$ cat config.mk
export PLATFORM = sky130hd
export DESIGN_NAME = sweep_ctrl
export DESIGN_NICKNAME = d
export VERILOG_FILES = /design/src/rtl/sweep_ctrl.sv
export SDC_FILE = /design/constraint.sdc
export NUM_CORES = 1
export LEC_CHECK = 0
export CORE_MARGIN = 1
export CORE_UTILIZATION = 53
export CTS_CLUSTER_SIZE = 40
export DETAILED_ROUTE_END_ITERATION = 10
export GPL_TIMING_DRIVEN = 0
export PLACE_DENSITY = 0.82
export SKIP_LAST_GASP = 1
export SYNTH_ARGS = -nofsm -noshare
export SYNTH_HDL_FRONTEND = slang
export SYNTH_SLANG_ARGS = --single-unit
$ cat constraint.sdc
create_clock -name clk_i -period 2.78 [get_ports clk_i]
set_input_delay 0.556 -clock clk_i [delete_from_list [all_inputs] [get_ports clk_i]]
set_output_delay 0.556 -clock clk_i [all_outputs]
set_load 0.01 [all_outputs]
$ cat src/rtl/sweep_ctrl.sv
`default_nettype none
// +----------------------------------------------------------------------------+
// | Module   : sweep_ctrl                                                      |
// | Purpose  : Sequences a DAC -> settle -> ADC -> UART voltage sweep over a   |
// |            downstream step counter. Optional macro SWEEP_LOOP_EN enables   |
// |            continuous sweeping while start_i stays high.                   |
// | Revision : 1.0 - initial release                                           |
// +----------------------------------------------------------------------------+
module sweep_ctrl #(
  parameter int WIDTH         = 5,
  parameter int SETTLE_CYCLES = 16,
  parameter int MAX_COUNT     = 2**WIDTH - 1
) (
  input  logic             clk_i,
  input  logic             rst_i,
  input  logic             start_i,
  input  logic [WIDTH-1:0] count_i,
  input  logic             dac_done_i,
  input  logic             adc_done_i,
  input  logic             tx_done_i,
  output logic [1:0]       opc1_o,
  output logic             dac_start_o,
  output logic             adc_start_o,
  output logic             tx_start_o,
  output logic             busy_o,
  output logic             done_o
);

  localparam logic [1:0]       c_opc_clear   = 2'b00;
  localparam logic [1:0]       c_opc_hold    = 2'b01;
  localparam logic [1:0]       c_opc_inc     = 2'b10;
  localparam logic [WIDTH-1:0] c_max_count   = WIDTH'(MAX_COUNT);
  localparam logic             c_skip_settle = (SETTLE_CYCLES == 0);
  // Loaded on entry to SETTLE; the state is left once the counter reads zero.
  localparam logic [7:0]       c_settle_load = (SETTLE_CYCLES > 0) ? 8'(SETTLE_CYCLES - 1) : 8'd0;

  typedef enum logic [3:0] {
    ST_IDLE   = 4'd0,
    ST_CLR    = 4'd1,
    ST_DAC    = 4'd2,
    ST_WDAC   = 4'd3,
    ST_SETTLE = 4'd4,
    ST_ADC    = 4'd5,
    ST_WADC   = 4'd6,
    ST_TX     = 4'd7,
    ST_WTX    = 4'd8,
    ST_CHK    = 4'd9,
    ST_INC    = 4'd10,
    ST_DONE   = 4'd11
  } state_t;

  state_t     r_state;
  state_t     w_state_next;
  logic [7:0] r_settle_cnt;

  logic [1:0] w_opc;
  logic       w_dac_start;
  logic       w_adc_start;
  logic       w_tx_start;
  logic       w_busy;
  logic       w_done;

  always_ff @(posedge clk_i) begin
    if (!rst_i) begin
      r_state <= ST_IDLE;
    end else begin
      r_state <= w_state_next;
    end
  end

  always_ff @(posedge clk_i) begin
    if (!rst_i) begin
      r_settle_cnt <= 8'd0;
    end else if (r_state == ST_WDAC && dac_done_i) begin
      r_settle_cnt <= c_settle_load;
    end else if (r_state == ST_SETTLE && r_settle_cnt != 8'd0) begin
      r_settle_cnt <= r_settle_cnt - 8'd1;
    end
  end

  always_comb begin
    w_state_next = r_state;
    case (r_state)
      ST_IDLE:   if (start_i) w_state_next = ST_CLR;
      ST_CLR:    w_state_next = ST_DAC;
      ST_DAC:    w_state_next = ST_WDAC;
      ST_WDAC: begin
        if (dac_done_i) begin
          w_state_next = c_skip_settle ? ST_ADC : ST_SETTLE;
        end
      end
      ST_SETTLE: if (r_settle_cnt == 8'd0) w_state_next = ST_ADC;
      ST_ADC:    w_state_next = ST_WADC;
      ST_WADC:   if (adc_done_i) w_state_next = ST_TX;
      ST_TX:     w_state_next = ST_WTX;
      ST_WTX:    if (tx_done_i) w_state_next = ST_CHK;
      ST_CHK: begin
        if (count_i == c_max_count) begin
`ifdef SWEEP_LOOP_EN
          w_state_next = start_i ? ST_CLR : ST_DONE;
`else
          w_state_next = ST_DONE;
`endif
        end else begin
          w_state_next = ST_INC;
        end
      end
      ST_INC:    w_state_next = ST_DAC;
      ST_DONE:   w_state_next = ST_IDLE;
      default:   w_state_next = ST_IDLE;
    endcase
  end

  // Outputs are decoded from the next state and registered, so each pulse is
  // glitch-free yet still lines up with the cycle its state is occupied.
  always_comb begin
    w_opc       = c_opc_hold;
    w_dac_start = 1'b0;
    w_adc_start = 1'b0;
    w_tx_start  = 1'b0;
    w_busy      = 1'b1;
    w_done      = 1'b0;
    case (w_state_next)
      ST_IDLE: w_busy      = 1'b0;
      ST_CLR:  w_opc       = c_opc_clear;
      ST_DAC:  w_dac_start = 1'b1;
      ST_ADC:  w_adc_start = 1'b1;
      ST_TX:   w_tx_start  = 1'b1;
      ST_INC:  w_opc       = c_opc_inc;
      ST_DONE: w_done      = 1'b1;
      default: w_opc       = c_opc_hold;
    endcase
  end

  always_ff @(posedge clk_i) begin
    if (!rst_i) begin
      opc1_o      <= c_opc_hold;
      dac_start_o <= 1'b0;
      adc_start_o <= 1'b0;
      tx_start_o  <= 1'b0;
      busy_o      <= 1'b0;
      done_o      <= 1'b0;
    end else begin
      opc1_o      <= w_opc;
      dac_start_o <= w_dac_start;
      adc_start_o <= w_adc_start;
      tx_start_o  <= w_tx_start;
      busy_o      <= w_busy;
      done_o      <= w_done;
    end
  end

endmodule
`default_nettype wire

Word level (Yosys, flattened, before mapping)
Index checks and enable logic that the tools add are counted.

word-level totals
  output and inout port bits = 7
  input port bits = 11
  register bits = 19
  logic and storage cells = 52

cells by class
  eq/ne operators = 17
  add/sub/neg operators = 1
  bitwise operators = 1
  reductions and logical operators = 9
  mux-type cells = 15

operators with widths
  cell                                                                   count
  4-bit case mux with 10 select lines                                    1
  4-bit two-way mux                                                      7
  4-bit by 3-bit equality test with 1-bit output, second input constant  6
  4-bit equality test, second input constant                             5
  4-bit by 2-bit equality test with 1-bit output, second input constant  3
  4-bit by 1-bit equality test with 1-bit output, second input constant  2
  4-bit logical NOT                                                      2
  8-bit logical NOT                                                      1
  8-bit nonzero test                                                     1
  8-bit by 1-bit subtractor with 8-bit output, second input constant     1
  1-bit two-way mux                                                      6
  5-bit equality test, second input constant                             1
  2-bit case mux with 2 select lines                                     1
  2-bit OR reduction                                                     2
  1-bit logical AND                                                      2
  2-bit nonzero test                                                     1
  1-bit inverter                                                         1

Logic depth before layout (Yosys ltp)
Gate-level depths: netlist (run 1).

  word-level depth = 5
  mapped depth = 7
  depth with buffers taken out = 7

Worst setup path before layout (run 1)
OpenSTA, ideal clock, no wires.

  path type = reg-to-reg
  start point = register r_state[3]
  end point = register r_settle_cnt[7]
  path slack = 1,173 ps
  library setup time = 116 ps
  clock period less this slack = 1,607 ps
  arrival = 1,491 ps
  required time = 2,664 ps
  buffers on the path = 1
  cell stages (with the launch flop) = 7
  cells stage by stage = dfxtp_1 -> buf_6 -> or4b_4 -> a311oi_2 -> nand2_1 -> xnor2_1 -> nor2_1

on the way
  word-level cells in the longest chain between the ends = 3
  elaborated cells on any way between the ends = 5
  those cells by class = eq/ne (2); reduce/logical (3)

RTL lines
  item                                            line  source
  start, declared                                 52    state_t r_state;
  start signal, assigned                          67    r_state <= w_state_next;
  4-bit by 2-bit equality test with 1-bit output  74    end else if (r_state == ST_WDAC && dac_done_i) begin
  1-bit logical AND                               74
  2-bit OR reduction (no source line)             -
  end signal, assigned                            75    r_settle_cnt <= c_settle_load;
  end signal, assigned                            77    r_settle_cnt <= r_settle_cnt - 8'd1;
  end, declared                                   54    logic [7:0] r_settle_cnt;

Several ways; a longest one is shown, not always the timed one.
A chain may end at the register's enable or synchronous reset.

Final worst setup path (run 1)
  start point = register r_settle_cnt[3]
  end point = register opc1_o[1]

on the way
  word-level cells in the longest chain between the ends = 5
  elaborated cells on any way between the ends = 6
  those cells by class = eq/ne (2); mux (3); reduce/logical (1)

RTL lines
  item                                                                                   line  source
  8-bit logical NOT *                                                                    92    ST_SETTLE: if (r_settle_cnt == 8'd0) w_state_next = ST_ADC;
  4-bit two-way mux *                                                                    92
  4-bit case mux with 10 select lines *                                                  83    case (r_state)
  4-bit equality test or 4-bit by 1-bit equality test with 1-bit output (tied branches)  123   case (w_state_next)
  2-bit case mux with 2 select lines *                                                   123
  end signal, assigned                                                                   137   opc1_o <= c_opc_hold;
  end signal, assigned                                                                   144   opc1_o <= w_opc;
  end, declared                                                                          21    output logic [1:0] opc1_o,

Mark *: on every way between the ends. The rest lies on a longest branch, timed or not.

==> reports/metrics.csv, run 1 <==
stage,metric,value,unit
status,outcome,"finished, violations left",
status,violations,design-rule violations,
cells_and_area,diodes,0,
critical_path,worstSetupStartpointType,flop,
placed_design,port_buffers,17,
synthesis,synth_compound_area_share,14.3,%
floorplanning,io_pins,18,
synthesis,synth-seq-cells,19,
synthesis,synth_top_family_by_area,simple AND/OR/NAND/NOR gates,
timing,worstMarginPinSlew,343,ps
grt,grt_usage,20.2,%
grt,antenna_found_initial,0,
cts,clk_path_buf_depth,2,
cts,clkSinkCount,19,
cts,cts_setup_buffers,0,
power_and_ir_drop,finalPower,525,uW
worst_hold_path,hp-class,reg2reg,
drt,initialDrtViolationCount,52,
timing,hold_viol_final,0,
placed_design,dpl.hpwl,1.30,mm
drt,post_drt_via_cell_ratio,5.50,
timing,finClkSkew,4.03,ps
drt,num_vias,781,
synthesis,synth.avg_cell_area,8.75,sq um
critical_path,crit_type,reg2reg,
placed_design,dpl_cell_area,1110,sq um
floorplanning,dieWidth,43.6,microns
cts,cts_resized,0,
cells_and_area,design_area,1130,sq um
floorplanning,dieArea,1900,sq um
critical_path,required,2980,ps
cts,insertion_delay,290,ps
floorplanning,core_area,1560,sq um
synthesis,synthSimpleGateAreaFrac,31.1,%
synthesis,ys_types,39,
synthesis,syn_nets,117,
synthesis,synth_edf_count,0,
power_and_ir_drop,ir_drop,0.359,mV
cts,cts_buffers,3,
timing,fmax,0.553,GHz
timing,setup_viol,0,
synthesis,synthXorXnorAreaFrac,4.77,%
cts,ctsHoldBuffers,0,
cts,cts.reportedPaths.clkPinSlew,100,ps
floorplanning,die_h,43.6,microns
timing,finalCriticalPeriod,1810,ps
timing,period_share,65.0,%
synthesis,seq_area_frac_synth,41.4,%
drt,dr.pass1.iters,7,
grt,grt_pass1_vias,689,
cells_and_area,nets,139,
job,timing.max_cap.violations,0,
timing,slew_headroom,76.8,%
timing,setup_tns,0,ps
drt,wirelength,1.78,mm
power_and_ir_drop,leakagePower,0.000441,uW
critical_path,cp-end-kind,flop,
drt,wl_per_cell,12.5,microns
synthesis,synth_warnings,0,
power_and_ir_drop,power.density,463,nW/um^2
synthesis,synthFlopType,dfxtp_1,
drt,drc,2,
floorplanning,initial_core_util,58.9,%
cts,cts_root_buffer,clkbuf_4,
cts,htreeDepth,1,
critical_path,cp_max_fo,8,
synthesis,async_flop_share,0,%
grt,grt_pass1_wl,2.84,mm
cells_and_area,layout-drive-gt1-share,10.3,%
floorplanning,num_rows,14,
synthesis,synthAdderAreaFrac,1.36,%
drt,postRouteAntennaNets,0,
synthesis,netlist_instances,105,
grt,grt_max_degree,11,
synthesis,syn_area,918,sq um
synthesis,synthMuxAreaShare,1.09,%
critical_path,crit_arrival,2000,ps
cts,tritoncts,done,
cells_and_area,fill_cells,115,
placed_design,globalplace.congestion,0.795,
timing,rsz0062_at_grt,no,
grt,grt_overflow,0,
timing,slew_violations,0,
cells_and_area,syn_to_final_growth,23.6,%
-- per-stage QoR --
stage | setup slack [ps] | hold WS (ps) | util [%] | instances
2_1_floorplan | 1170 | 504 | - | 105
3_3_place_gp | 780 | 519 | 71.1 | 138
3_5_place_dp | 796 | 546 | 71.1 | 138
4_1_cts | 989 | 560 | 72.8 | 142
5_1_grt | 882 | 581 | 72.8 | 142
6_report | 972 | 553 | 72.8 | 142
-- worst paths after layout --
| check | startpoint | to | slack [ps] | depth (start not counted) |
|---|---|---|---|---|
| setup / recovery | r_settle_cnt[3] | opc1_o[1] | 970 | 6 |
| hold / removal | r_settle_cnt[4] | r_settle_cnt[4] | 550 | 2 |
| setup reg to reg | r_settle_cnt[3] | opc1_o[1] | 970 | 6 |
| hold reg to reg | r_settle_cnt[4] | r_settle_cnt[4] | 550 | 2 |
-- worst max-delay path, stage by stage (launching register included) --
cell and delay [ps]:
dfxtp_1 380, nor4_4 370, and2_1 280, nand4_1 150, and3_1 190, buf_2 160, and3_1 180
-- area by class of cell --
type | count | area (sq um) | area share [%]
Timing Repair Buffer | 17 | 170 | 15.0
Clock buffer | 4 | 26.3 | 2.32
Multi-Input combinational cell | 75 | 483 | 42.6
Inverter | 6 | 22.5 | 1.98
Sequential cell | 19 | 380 | 33.5
Buffer | 5 | 32.5 | 2.87
Tap cell | 16 | 20.0 | 1.76
-- kinds of logic after synthesis --
kind of cell,count (synthesis)
AOI/OAI and AO/OA,19
DFF,19
buffers and inverters,11
muxes,1
adders and majority gates,1
xor gates and xnor gates,5
and+or+nand+nor,49
-- metal layers --
layer  GRT usage, %  vias up  share of wire (%)
met3           5.83        2                7.8
met1           27.0      339                 47
li1               -      410                  -
met5              0        -                  0
met2           30.7       30                 45
met4           7.50        0               0.62
-- placed cells by master, fill, tap and decap left out, types with 2 or more instances in the layout --
cell type / count
dfxtp_1: 19
clkdlybuf4s50_1: 17
nand2_1: 10
nor2_1: 8
inv_1: 6
and3_1: 6
o21ai_0: 5
nor2b_1: 4
nand3_1: 4
xnor2_1: 4
nand4_1: 3
a21oi_1: 3
a21boi_0: 3
clkbuf_4: 3
nor3_1: 2
and2_1: 2
buf_2: 2
clkbuf_1: 2
-- cell usage after synthesis, types with 3 or more instances --
master,count,area [sq um]
nand4_1,3,18.8
and3_1,6,37.5
xnor2_1,4,35.0
dfxtp_1,19,380
a21oi_1,3,15.0
o21ai_0,5,25.0
nand2_1,10,37.5
inv_1,6,22.5
a21boi_0,3,22.5
nand3_1,4,20.0
nor2_1,8,30.0
nor2b_1,4,25.0
-- state kept, by name, indices dropped and copies added, names as in the netlist --
signal,cells
done_o,1
busy_o,1
adc_start_o,1
opc1_o,2
r_settle_cnt,8
tx_start_o,1
r_state,4
dac_start_o,1
-- power breakdown --
group / internal (uW) / switching, uW / total [uW] / leakage [uW]
clock: 55.8 / 81.7 / 137 / 0.0000150
sequential: 284 / 9.42 / 294 / 0.000154
combinational: 50.1 / 44.2 / 94.2 / 0.000272
(Power assumes the default switching activity.)
==> run 2, diff against run 1 <==
--- a/config.mk
+++ b/config.mk
@@ -6,11 +6,11 @@
 export NUM_CORES = 1
 export LEC_CHECK = 0
 export CORE_MARGIN = 1
-export CORE_UTILIZATION = 53
+export CORE_UTILIZATION = 44
 export CTS_CLUSTER_SIZE = 40
 export DETAILED_ROUTE_END_ITERATION = 10
 export GPL_TIMING_DRIVEN = 0
-export PLACE_DENSITY = 0.82
+export PLACE_DENSITY = 0.72
 export SKIP_LAST_GASP = 1
 export SYNTH_ARGS = -nofsm -noshare
 export SYNTH_HDL_FRONTEND = slang
==> constraint.sdc (replaced) <==
create_clock -name clk_i -period 1.6 [get_ports clk_i]
set_input_delay 0.32 -clock clk_i [delete_from_list [all_inputs] [get_ports clk_i]]
set_output_delay 0.32 -clock clk_i [all_outputs]
set_load 0.01 [all_outputs]
==> reports/metrics.csv, run 2 (same netlist as run 1, synthesis figures left out) <==
stage,metric,value,unit
status,outcome,"finished, violations left",
status,violations,negative setup slack,
timing,finClkSkew,1.49,ps
timing,rsz0062_at_grt,yes,
placed_design,dpl.hpwl,1.35,mm
drt,wl_per_cell,12.5,microns
critical_path,crit_arrival,1850,ps
drt,post_drt_via_cell_ratio,5.28,
timing,worst_slack,-15.2,ps
timing,setup_tns,-15.2,ps
cells_and_area,top_register,r_settle_cnt,
critical_path,required,1840,ps
floorplanning,initial_core_util,46.8,%
cts,clk_path_buf_depth,2,
cells_and_area,nets,144,
power_and_ir_drop,ir_drop,0.622,mV
drt,postRouteAntennaNets,0,
drt,initialDrtViolationCount,16,
critical_path,r2r-start,r_state[1],
drt,dr.pass1.iters,4,
grt,grt_usage,20.4,%
critical_path,crit_type,reg2reg,
cts,cts_buffers,3,
job,timing.max_cap.violations,0,
power_and_ir_drop,leakagePower,0.000493,uW
cts,tritoncts,done,
timing,slew_violations,0,
timing,setup_viol,1,
cells_and_area,diodes,0,
cts,cts.reportedPaths.clkPinSlew,100,ps
placed_design,port_buffers,17,
timing,slew_headroom,74.9,%
cts,clkSinkCount,19,
floorplanning,dieArea,2270,sq um
timing,period_share,101,%
worst_hold_path,hp-class,reg2reg,
grt,grt_pass1_vias,762,
cells_and_area,syn_to_final_growth,37.9,%
cells_and_area,final_common_cell,clkdlybuf4s50_1,
drt,wirelength,1.97,mm
timing,fmax,0.619,GHz
power_and_ir_drop,finalPower,945,uW
cts,insertion_delay,290,ps
critical_path,worstSetupStartpointType,flop,
cells_and_area,final_cell_mix,"17 x clkdlybuf4s50_1, 13 x dfxtp_1, 10 x nand2_1, 8 x buf_4, 7 x nor2_1",
worst_hold_path,hold_start,r_settle_cnt[6],
worst_hold_path,hold_depth,2,
grt,grt_overflow,0,
floorplanning,dieWidth,47.7,microns
grt,grt_pass1_wl,3.17,mm
floorplanning,die_h,47.7,microns
drt,num_vias,835,
timing,hold_viol_final,0,
critical_path,slowest_stage,or4b_4,
critical_path,path_cells,"or4b_4, a311oi_4, nand2_1, xor2_1, nor2_1",
timing,finalCriticalPeriod,1620,ps
drt,drc,0,
power_and_ir_drop,power.density,746,nW/um^2
critical_path,cp_max_fo,3,
critical_path,slowest_delay,550,ps
cts,htreeDepth,1,
timing,worstMarginPinSlew,373,ps
grt,grt_max_degree,11,
critical_path,crit_start,r_state[1],
floorplanning,io_pins,18,
cells_and_area,top_regs,"r_settle_cnt: 8 flops, r_state: 4 flops, opc1_o: 2 flops",
critical_path,cp-end-kind,flop,
cts,ctsHoldBuffers,0,
placed_design,globalplace.congestion,0.808,
timing,holdWs,557,ps
floorplanning,core_area,1960,sq um
grt,antenna_found_initial,0,
critical_path,rr_worst_depth,5,
cells_and_area,largest_reg_flops,8,
floorplanning,num_rows,16,
cts,cts_root_buffer,clkbuf_4,
cells_and_area,layout-drive-gt1-share,26.7,%
==> run 2: cell types whose count changed in the layout (fill, tap and decap cells not counted), sizes merged <==
cell / delta
buf: +5
==> run 2: area by class of cell <==
cell class / instances / area, sq um
flip-flops and latches: 19 / 393
inverters: 6 / 22.5
clock buffers: 4 / 26.3
fillers: 182 / 696
multi-input cells: 75 / 551
well taps: 27 / 33.8
repair buffers: 25 / 230
plain buffers: 2 / 10.0
==> run 2: per-stage QoR <==
stage	cells	util [%]	cell area, sq um	worst slack [ps]
6_report	158	64.5	1270	-15.2
2_1_floorplan	105	-	932	-6.52
3_5_place_dp	149	57.9	1140	-192
3_3_place_gp	149	57.9	1140	-186
5_1_grt	158	64.5	1270	-123
4_1_cts	159	62.8	1230	-20.0
==> run 2: repair_timing <==
item,CTS,global route
hold endpoints to repair,0,0
pin swaps,6,3
setup endpoints to repair,14,14
buffers inserted,7,1
gates resized for setup,10,14
==> run 2: worst paths after layout <==
kind	slack, ps	end
setup reg to reg	-20	r_settle_cnt[5]
setup / recovery	-20	r_settle_cnt[5]
hold / removal	560	r_settle_cnt[6]
hold reg to reg	560	r_settle_cnt[6]
==> run 2: critical path: cells and delay by family (launching register included) <==
kind | cells | cell delay (ps)
and+or+nand+nor | 3 | 770
xor gates and xnor gates | 1 | 150
AOI/OAI and AO/OA | 1 | 280
DFF | 1 | 360
==> run 2: power breakdown <==
| part | leakage, uW | internal [uW] | switching (uW) |
|---|---|---|---|
| combinational | 0.000321 | 104 | 91.1 |
| clock | 0.0000150 | 97.0 | 145 |
| sequential | 0.000158 | 494 | 14.2 |
==> run 2: per-layer routing <==
layer,GRT usage [%],routed length [microns],vias up
met5,0,0,-
met4,10.0,21,0
met3,4.53,77,2
met2,33.8,982,22
met1,24.9,892,387
li1,-,-,424
==> run 3, diff against run 2 <==
==> constraint.sdc (replaced) <==
create_clock -name clk_i -period 1.6 [get_ports clk_i]
set_input_delay 0.32 -clock clk_i [delete_from_list [all_inputs] [get_ports clk_i]]
set_output_delay 0.32 -clock clk_i [all_outputs]
set_load 0.02 [all_outputs]
==> reports/metrics.csv, run 3 (same netlist as run 1, synthesis figures left out) <==
stage,metric,value,unit
timing,setup_viol,1,
critical_path,reg2reg_slack,-20,ps
drt,drc,0,
cells_and_area,fill_cells,183,
status,violations,negative setup slack,
cells_and_area,layout-drive-gt1-share,26.7,%
floorplanning,die_h,47.7,microns
placed_design,globalplace.congestion,0.808,
grt,grtUsageMet1,24.9,%
critical_path,crit_type,reg2reg,
critical_path,required,1840,ps
timing,slew_violations,0,
cells_and_area,final_cell_mix,"16 x clkdlybuf4s50_1, 13 x dfxtp_1, 10 x nand2_1, 8 x buf_4, 7 x nor2_1",
floorplanning,num_rows,16,
grt,met3_usage,4.53,%
timing,finalCriticalPeriod,1620,ps
grt,grt_usage,20.4,%
critical_path,cp-end-kind,flop,
grt,grt_max_degree,11,
timing,fmax,0.619,GHz
worst_hold_path,hp-class,reg2reg,
power_and_ir_drop,leakagePower,0.000512,uW
floorplanning,dieArea,2270,sq um
power_and_ir_drop,ir_drop,0.623,mV
cells_and_area,top_regs,"r_settle_cnt: 8 flops, r_state: 4 flops, opc1_o: 2 flops",
grt,grt_pass1_vias,762,
critical_path,cp_top_family,simple AND/OR/NAND/NOR gates,
grt,antenna_found_initial,0,
cts,clkSinkCount,19,
job,timing.max_cap.violations,0,
critical_path,slowest_stage,or4b_4,
drt,postRouteAntennaNets,0,
placed_design,dp.cells,149,
power_and_ir_drop,power.density,751,nW/um^2
critical_path,slowest_delay,550,ps
cts,htreeDepth,1,
cells_and_area,largest_reg_flops,8,
placed_design,dpl.hpwl,1.35,mm
cts,insertion_delay,290,ps
timing,rsz0062_at_grt,yes,
placed_design,dpl_cell_area,1140,sq um
cts,clk_path_buf_depth,2,
timing,finClkSkew,1.51,ps
cells_and_area,diodes,0,
timing,period_share,101,%
grt,grt_overflow,0,
drt,post_drt_via_cell_ratio,5.28,
drt,num_vias,835,
cells_and_area,fin_cells,158,
grt,grt_use_met2,33.8,%
drt,wirelength,1.98,mm
critical_path,critPathBufInv,0,
critical_path,worstSetupStartpointType,flop,
floorplanning,io_pins,18,
drt,initialDrtViolationCount,16,
timing,setup_tns,-15.2,ps
cts,cts.reportedPaths.clkPinSlew,100,ps
floorplanning,dieWidth,47.7,microns
status,outcome,"finished, violations left",
placed_design,port_buffers,17,
cts,cts_root_buffer,clkbuf_4,
floorplanning,core_area,1960,sq um
grt,grt_pass1_wl,3.17,mm
cts,cts_buffers,3,
timing,worst_slack,-15.2,ps
drt,dr.pass1.iters,4,
cells_and_area,top_register,r_settle_cnt,
critical_path,crit_arrival,1850,ps
timing,slew_headroom,74.9,%
grt,grt-busiest-layer,met2,
drt,wl_per_cell,12.5,microns
cells_and_area,design_area,1270,sq um
timing,hold_viol_final,0,
cells_and_area,syn_to_final_growth,38.1,%
cells_and_area,utilization,64.7,%
floorplanning,initial_core_util,46.8,%
cells_and_area,final_common_cell,clkdlybuf4s50_1,
critical_path,cp_max_fo,3,
cts,tritoncts,done,
cells_and_area,nets,144,
timing,worstMarginPinSlew,373,ps
critical_path,path_cells,"or4b_4, a311oi_4, nand2_1, xor2_1, nor2_1",
## run 3: cell count changes in the layout (fill, tap and decap cells not counted), sizes merged
cell	previous run	this run
clkdlybuf4s50	17	16
dlymetal6s2s	0	1
## run 3: timing repair
action                                  in CTS  in global routing
pin swaps                                    6                  3
hold buffers                                 0                  0
gates resized for setup                     10                 15
endpoints found under the setup margin      14                 15
buffers inserted                             7                  1
## run 3: through the flow
step                worst slack (ps)  hold slack [ps]  total power [uW]
floorplan                      -6.52              474               624
global placement                -186              520               691
detailed placement              -192              540               693
CTS                            -20.0              555               946
global route                    -123              578               999
finish                         -15.2              557               953
## run 3: tightest hold or removal path, stage by stage, from the launching register on
cell and delay [ps]:
dfxtp_2 380, xnor2_1 80, nor2_1 70
## run 3: per-layer routing
metal / routed length [microns] / part of all wire, %
met1: 893 / 45
met3: 77 / 3.9
met2: 989 / 50
met5: 0 / 0
met4: 21 / 1.1
## run 3: final cells by class
class	count	area, sq um	share of cell area [%]
multi-input combinational	75	551	43.4
sequential	19	393	31.0
clock buffer	4	26.3	2.07
tap	27	33.8	2.66
timing repair buffer	25	233	18.3
inverter	6	22.5	1.78
buffer	2	10.0	0.789
## run 3: final timing paths
| path | to | depth (start not counted) | from |
|---|---|---|---|
| worst max-delay path | r_settle_cnt[5] | 5 | r_state[1] |
| worst min-delay path | r_settle_cnt[6] | 2 | r_settle_cnt[6] |
| worst max register to register | r_settle_cnt[5] | 5 | r_state[1] |
| worst min register to register | r_settle_cnt[6] | 2 | r_settle_cnt[6] |
## run 3: power breakdown
part,leakage (uW),total (uW),internal [uW],switching [uW]
combinational,0.000339,203,104,99.4
clock,0.0000150,242,97.0,145
sequential,0.000158,508,494,14.2
total,0.000512,953,695,259
==> patch, RTL diff (config.mk and constraints of run 1) <==
Make the reset (`rst_i`) asynchronous in 3 clocked blocks.
--- a/src/rtl/sweep_ctrl.sv
+++ b/src/rtl/sweep_ctrl.sv
@@ -60,7 +60,7 @@
   logic       w_busy;
   logic       w_done;
 
-  always_ff @(posedge clk_i) begin
+  always_ff @(posedge clk_i or negedge rst_i) begin
     if (!rst_i) begin
       r_state <= ST_IDLE;
     end else begin
@@ -68,7 +68,7 @@
     end
   end
 
-  always_ff @(posedge clk_i) begin
+  always_ff @(posedge clk_i or negedge rst_i) begin
     if (!rst_i) begin
       r_settle_cnt <= 8'd0;
     end else if (r_state == ST_WDAC && dac_done_i) begin
@@ -132,7 +132,7 @@
     endcase
   end
 
-  always_ff @(posedge clk_i) begin
+  always_ff @(posedge clk_i or negedge rst_i) begin
     if (!rst_i) begin
       opc1_o      <= c_opc_hold;
       dac_start_o <= 1'b0;
Behaviour: differs if rst_i is asserted again (counterexample within 4 cycles, from zero or initial values and one cycle with rst_i low); with rst_i held inactive, the same outputs for 10 cycles.
==> patch against run 1 <==
The flow still finishes with violations (design-rule violations). Critical path depth shrank 1. Design area grew 0.66%. Hold slack gained 0.0020 ns. Wire length shrank 0.45%. Sequential cell count is the same. Maximum frequency shrank 11%. Worst setup slack lost 0.22 ns. Count of clock-buffer cells in the layout shrank 1. Synthesized area grew 0.68%. Critical endpoint is now busy_o.
Power is not compared: it rests on default switching activity, and its combinational part moved more than twofold at a synthesized area within 25%.
==> patch: results (changes against run 1) <==
[logic_synthesis]
yosys-top-cells-count=18 x dfrtp_1, 10 x nand2_1, 9 x nor2_1
synth_nets=107  ; -8.5%
synthDistinctLibCells=33  ; -15%
synthArstFlopShare=1.00  ; +1.00
synth_xor_xnor_area_share=0.0568  ; +0.00915
syn_avg_cell_area_um2=9.73  ; +11%
ys_seq_area_frac=0.516  ; +0.101
synth_top_flop_cell=dfrtp_1
ys_warn_count=0  ; unchanged
synth_compound_area_frac=0.114  ; -0.0294
synth_area_leaders=dfrtp_1 49%, nand2_1 4.1%, nor2_1 3.7%
muxShareOfSynthArea=0  ; -0.0109
synthAdderAreaFrac=0.0135  ; -0.0000922

[critical_path]
path_delay_family=simple AND/OR/NAND/NOR gates
crit_slowest_cell=or4b_2
max_stage_delay_ns=0.59  ; +0.21 ns
crit_fanout=5  ; -3

[grt]
grt_pass1_wl_um=3050  ; +7.3%
grt_max_degree=20  ; +9
use_met2=0.340  ; +0.0328
antenna_found_initial=0  ; unchanged
grt_usage=0.219  ; +0.0177
grtUsageMet3=0.0500  ; -0.00833
grt_pass1_vias=701  ; +1.7%
busiest_layer=met2
gr-usage-met1=0.286  ; +0.0161

[clock_tree]
root_buffer=clkbuf_4
clk_pin_slew_worst_paths_ns=0.11
cts_max_path_buffers=2  ; unchanged
h-tree-depth=1  ; unchanged
cts_buffers=3  ; unchanged

[sta]
fin_worst_skew_ns=0.00513  ; +0.00110 ns
worst_pin_slew_ns=0.805  ; +0.462 ns

[drt]
wl_met1_um=855  ; +3.3%
wl_met2_um=801  ; +0.50%
dr.pass1.iters=7  ; unchanged
drc=1  ; -1
routed_wirelength_um=1770  ; -0.45%
drt-wirelength-per-cell_um=13.4  ; +7.1%
met3_length_um=68  ; -51%
first_iter_violations=16  ; -69%
vias=753  ; -3.6%
topRoutingLayerUsed=met4

[power_and_ir_drop]
pg_clk_mw=0.139
power_frac_clock=0.153
p_comb_frac=0.440
max-vdd-ir-drop_mv=0.538

[place]
dp_hpwl_um=1300  ; -0.18%
dp_cells=128  ; -7.2%
placed_area_um2=1110  ; +0.56%
portBuffers=17  ; unchanged
pre_cts_ws_ns=0.409  ; -0.386 ns
gp_congestion=0.869  ; +9.3%

[finish]
antenna_cells=0  ; unchanged
drive_gt1_frac=0.112  ; +0.00889

[run_status]
outcome=complete, but fails checks
violations=design-rule violations

[hold_path]
hold_class=reg2reg

-- patch: changes by cell type in the layout (fill, tap and decap cells not counted), sizes merged, moves of 3 or more --
| cell | change |
|---|---|
| dfxtp | -19 |
| and3 | -3 |
| nor2b | -4 |
| dfrtp | +18 |
-- patch: final cells by class --
cell class                      count  area (um2)
Clock buffer                        3        22.5
Timing Repair Buffer               17         170
Fill cell                         120         417
Buffer                              4        20.0
Inverter                            5        18.8
Sequential cell                    19         477
Tap cell                           16        20.0
Multi-Input combinational cell     67         409
Clock inverter                      1        5.00
-- patch: worst paths after layout --
kind,startpoint,to,slack (ns),cells after the start
hold reg to reg,r_settle_cnt[1],r_settle_cnt[1],0.55,2
setup / recovery,dac_done_i,busy_o,0.75,5
max in group asynchronous,rst_i,r_settle_cnt[2],1.57,1
hold / removal,r_settle_cnt[1],r_settle_cnt[1],0.55,2
min in group asynchronous,rst_i,r_state[3],0.71,1
setup reg to reg,r_state[0],r_settle_cnt[6],0.80,6
